==> config.mk <==
export PLATFORM = sky130hd
export DESIGN_NAME = xor_share_arbiter
export DESIGN_NICKNAME = d
export VERILOG_FILES = /design/src/rtl/xor_share_arbiter.sv
export SDC_FILE = /design/constraint.sdc
export NUM_CORES = 1
export LEC_CHECK = 0
export CAP_MARGIN = 20
export CORE_MARGIN = 1
export CORE_UTILIZATION = 35
export CTS_CLUSTER_DIAMETER = 200
export DETAILED_ROUTE_END_ITERATION = 12
export GPL_TIMING_DRIVEN = 0
export PLACE_DENSITY = 0.79
export RECOVER_POWER = 100
export SLEW_MARGIN = 20
export SYNTH_ARGS = -nofsm -noshare
export SYNTH_HDL_FRONTEND = slang
export SYNTH_HIERARCHICAL = 1
export SYNTH_SLANG_ARGS = --single-unit
==> constraint.sdc <==
create_clock -name clk -period 1.8 [get_ports clk]
set_input_delay 0.36 -clock clk [delete_from_list [all_inputs] [get_ports clk]]
set_output_delay 0.36 -clock clk [all_outputs]
set_load 0.005 [all_outputs]
==> src/rtl/xor_share_arbiter.sv <==
// xor_share_arbiter: two requesters share one 8-bit XOR unit through a
// round-robin arbiter with a bounded run length (HOLD_MAX) and a one-entry
// result register.
// Optional feature macro: XOR_ARB_STATS_EN adds per-requester accept counters
// (grant0_cnt, grant1_cnt, 16 bits, saturating).

// Shared XOR datapath unit.
module eight_bit_XOR (
   input  logic [7:0] a,
   input  logic [7:0] b,
   output logic [7:0] y
);
   assign y = a ^ b;
endmodule

module xor_share_arbiter #(
   parameter int unsigned HOLD_MAX = 2
) (
   input  logic        clk,
   input  logic        rst_n,
   input  logic        req0_valid,
   input  logic [7:0]  req0_a,
   input  logic [7:0]  req0_b,
   output logic        req0_ready,
   input  logic        req1_valid,
   input  logic [7:0]  req1_a,
   input  logic [7:0]  req1_b,
   output logic        req1_ready,
   output logic        out_valid,
   input  logic        out_ready,
   output logic [7:0]  out_data,
   output logic        out_id,
   output logic        busy
`ifdef XOR_ARB_STATS_EN
   ,
   output logic [15:0] grant0_cnt,
   output logic [15:0] grant1_cnt
`endif
);

   localparam logic [3:0] HOLD_MAX_C = 4'(HOLD_MAX);

   typedef enum logic {
      EMPTY = 1'b0,
      FULL  = 1'b1
   } state_t;

   state_t      state_q, state_d;
   logic [7:0]  data_q,  data_d;
   logic        id_q,    id_d;
   logic        ptr_q,   ptr_d;
   logic [3:0]  run_q,   run_d;

   logic        both_valid;
   logic        any_valid;
   logic        gnt_id;
   logic        can_accept;
   logic        accept;
   logic [7:0]  op_a;
   logic [7:0]  op_b;
   logic [7:0]  xor_y;

   // Grant selection and handshake; readies are masked while reset is held
   // because the EMPTY state would otherwise advertise acceptance.
   always_comb begin
      both_valid = req0_valid & req1_valid;
      any_valid  = req0_valid | req1_valid;
      gnt_id     = both_valid ? ptr_q : req1_valid;
      can_accept = (state_q == EMPTY) | out_ready;
      accept     = can_accept & any_valid & rst_n;
      req0_ready = accept & ~gnt_id;
      req1_ready = accept & gnt_id;
      op_a       = gnt_id ? req1_a : req0_a;
      op_b       = gnt_id ? req1_b : req0_b;
   end

   eight_bit_XOR u_xor (
      .a (op_a),
      .b (op_b),
      .y (xor_y)
   );

   // Next-state for result register, priority pointer and run count.
   always_comb begin
      state_d = state_q;
      data_d  = data_q;
      id_d    = id_q;
      ptr_d   = ptr_q;
      run_d   = run_q;
      if (accept) begin
         state_d = FULL;
         data_d  = xor_y;
         id_d    = gnt_id;
         // id_q always holds the requester of the most recent accept.
         if (gnt_id == id_q) begin
            run_d = (run_q < HOLD_MAX_C) ? run_q + 4'd1 : HOLD_MAX_C;
         end else begin
            run_d = 4'd1;
         end
         if (both_valid && (run_d == HOLD_MAX_C)) begin
            ptr_d = ~gnt_id;
         end
      end else if (out_ready) begin
         state_d = EMPTY;
      end
   end

   // State registers.
   always_ff @(posedge clk or negedge rst_n) begin
      if (!rst_n) begin
         state_q <= EMPTY;
         data_q  <= '0;
         id_q    <= 1'b0;
         ptr_q   <= 1'b0;
         run_q   <= '0;
      end else begin
         state_q <= state_d;
         data_q  <= data_d;
         id_q    <= id_d;
         ptr_q   <= ptr_d;
         run_q   <= run_d;
      end
   end

   // Output mapping.
   always_comb begin
      out_valid = (state_q == FULL);
      out_data  = data_q;
      out_id    = id_q;
      busy      = (state_q == FULL) | req0_valid | req1_valid;
   end

`ifdef XOR_ARB_STATS_EN
   logic [15:0] cnt0_q, cnt0_d;
   logic [15:0] cnt1_q, cnt1_d;

   // Saturating accept counters.
   always_comb begin
      cnt0_d = cnt0_q;
      cnt1_d = cnt1_q;
      if (req0_ready && (cnt0_q != '1)) cnt0_d = cnt0_q + 16'd1;
      if (req1_ready && (cnt1_q != '1)) cnt1_d = cnt1_q + 16'd1;
   end

   // Counter registers.
   always_ff @(posedge clk or negedge rst_n) begin
      if (!rst_n) begin
         cnt0_q <= '0;
         cnt1_q <= '0;
      end else begin
         cnt0_q <= cnt0_d;
         cnt1_q <= cnt1_d;
      end
   end

   assign grant0_cnt = cnt0_q;
   assign grant1_cnt = cnt1_q;
`endif

endmodule

==> results.cfg <==
[die]
core_area_sq_um = 2540
die_w_um = 54.5
fp-row-count = 18
start_util_pct = 37.9
die_y_um = 54.5
io_pins = 50
die_area_sq_um = 2970

[cts]
cts_tree = built
clkSlewWorstSetupHoldPaths_ns = 0.09
ctsHtreeMaxLevel = 1
clock_path_buffers = 2
cts.sink_count = 15
cts_made_buffers = 3
root_buffer = clkbuf_4
clock_latency_ns = 0.28

[drt]
routedWlPerCell_um = 12.3
dr.pass1.iters = 5
wirelength_mm = 2.21
drc = 0
initialDrtViolationCount = 10
vias = 876
drtAntennaViolNets = 0
viasPerCell = 4.89

[power]
powerDensity_nw_per_um2 = 838
vdd_drop_max_mv = 0.450
power.total_mw = 1.27
cellLeakagePower_nw = 0.700

[worst_setup_path]
cp.arrival_ns = 1.34
worstSetupEndpointType = output port
required_ns = 1.44
critPathLaunchType = register
r2r_slack_ns = 0.13
critical_path_class = reg -> out
worst_r2r_path_depth = 7
cp_max_fo = 3

[sta]
rsz0062_at_grt = no
finalMaxSlewViolations = 0
setup_violations = 0
fin_crit_sh_pct = 94.7
finalSetupTns_ns = 0
skew_ns = 0.000802
period_minus_slack_ns = 1.70
relSlewSlack_pct = 55.8
hold_violations = 0
fmax_mhz = 587
tightestPinTransition_ns = 0.660

[layout]
fin_util_pct = 59.6
area_growth_pct = 57.2
fin_area_sq_um = 1520
final_layout_size_suffix_gt1_share_pct = 15.4
n_antenna_cell = 0
fin_nets = 188

[logic_synthesis]
syn_nets = 131
async_flop_share_pct = 100
ys_seq_elements = 15
synth_cell_type_count = 29
synth_seq_area_share_pct = 38.9
synth-main-ff-cell = dfrtp_1
synthCells = 93
yosysWarnings = 6
syn_area_per_cell_sq_um = 10.4
netlist_area_sq_um = 965
synth_edf_count = 0

[global_routing]
grt_max_degree = 16
grt_use_total_pct = 16.7
first_global_vias = 910
grt-ovfl-total = 0
grt_pass1_wl_mm = 3.57
antenna_found_initial = 0

[worst_hold_path]
hold_path_class = reg -> reg
min_path_cells = 2

[placed_design]
placed_cell_area_sq_um = 1490
hpwl_mm = 1.77
port_buffers = 49
place_congestion = 0.748

[status]
status = completed

[run]
maxCapViolCount = 0
[synth_stat cells, types with 2 or more instances]
cell | instances | area [sq um]
nand2_1 | 26 | 97.6
dfrtp_1 | 15 | 375
mux2_4 | 10 | 150
xor2_1 | 8 | 70.1
mux2_2 | 6 | 67.6
a21oi_1 | 4 | 20.0
or3_1 | 2 | 12.5
[flip-flops by register name, summed over array words and instances (netlist names)]
signal,flops
ptr_q,1
out_id,1
out_data,8
out_valid,1
run_q,4
[worst max-delay path: stages, from the launching register on]
cell           delay, ns
dfrtp_1             0.38
nand2b_2            0.21
and4_1              0.22
dlygate4sd2_1       0.26
[final timing paths]
| check | startpoint | to |
|---|---|---|
| worst max-delay path | ptr_q | req1_ready |
| worst min-delay path | out_data[7] | out_data[7] |
| worst max register to register | ptr_q | out_data[3] |
| worst min register to register | out_data[7] | out_data[7] |
| max in group asynchronous | rst_n | out_data[3] |
| min in group asynchronous | rst_n | run_q[3] |
[power by group]
part	switching, mW	internal [mW]
Clock	0.104	0.0859
Combinational	0.236	0.343
Sequential	0.0688	0.433
Total	0.408	0.862
[through the flow]
step	hold WS [ns]	std cells	worst slack (ns)
2_1_floorplan	0.0644	93	0.299
3_3_place_gp	0.463	172	-1.10
3_5_place_dp	0.469	172	-1.11
4_1_cts	0.477	179	0.0862
5_1_grt	0.505	179	0.0198
6_report	0.481	179	0.0957
[placed cells by master, fill, tap and decap left out, drive strengths merged, types with 4 or more instances in the layout]
cell,netlist,layout
buf,3,5
clkdlybuf4s50,0,32
xor2,8,8
dfrtp,15,15
mux2,16,16
dlygate4sd2,0,4
nand2,27,27
a21oi,4,4
clkbuf,0,6
dlygate4sd3,0,11
[logic make-up (layout without fill, tap and decap cells)]
family | count (synthesis) | count (layout) | share of synthesized area [%]
AOI/OAI and AO/OA | 10 | 10 | 7.00
DFF | 15 | 15 | 38.9
adders and majority gates | 1 | 1 | 1.30
muxes | 17 | 17 | 23.6
xor gates and xnor gates | 9 | 9 | 8.17
and+or+nand+nor | 37 | 37 | 18.2
buffers and inverters | 4 | 60 | 2.85
[routing by layer]
layer	vias to the layer above	share of wire (%)	GRT usage (%)
met3	0	7.3	1.67
met4	0	0	2.99
met5	-	0	0
met1	399	38	17.3
met2	49	55	35.2
li1	428	-	-
[timing repair]
item,in CTS,in global routing
setup buffers,2,0
hold buffers,1,0
hold endpoints to repair,15,0
resized for setup,19,0
endpoints found under the setup margin,12,0
[area by class of cell]
cell class              instances  area, sq um
fillers                       237         1030
multi-input cells              74          551
repair buffers                 52          500
flip-flops and latches         15          375
well taps                      30         37.5
clock buffers                   4         26.3
plain buffers                   3         22.5
inverters                       1         3.75
Note: power is estimated with default switching activity, not from simulation.
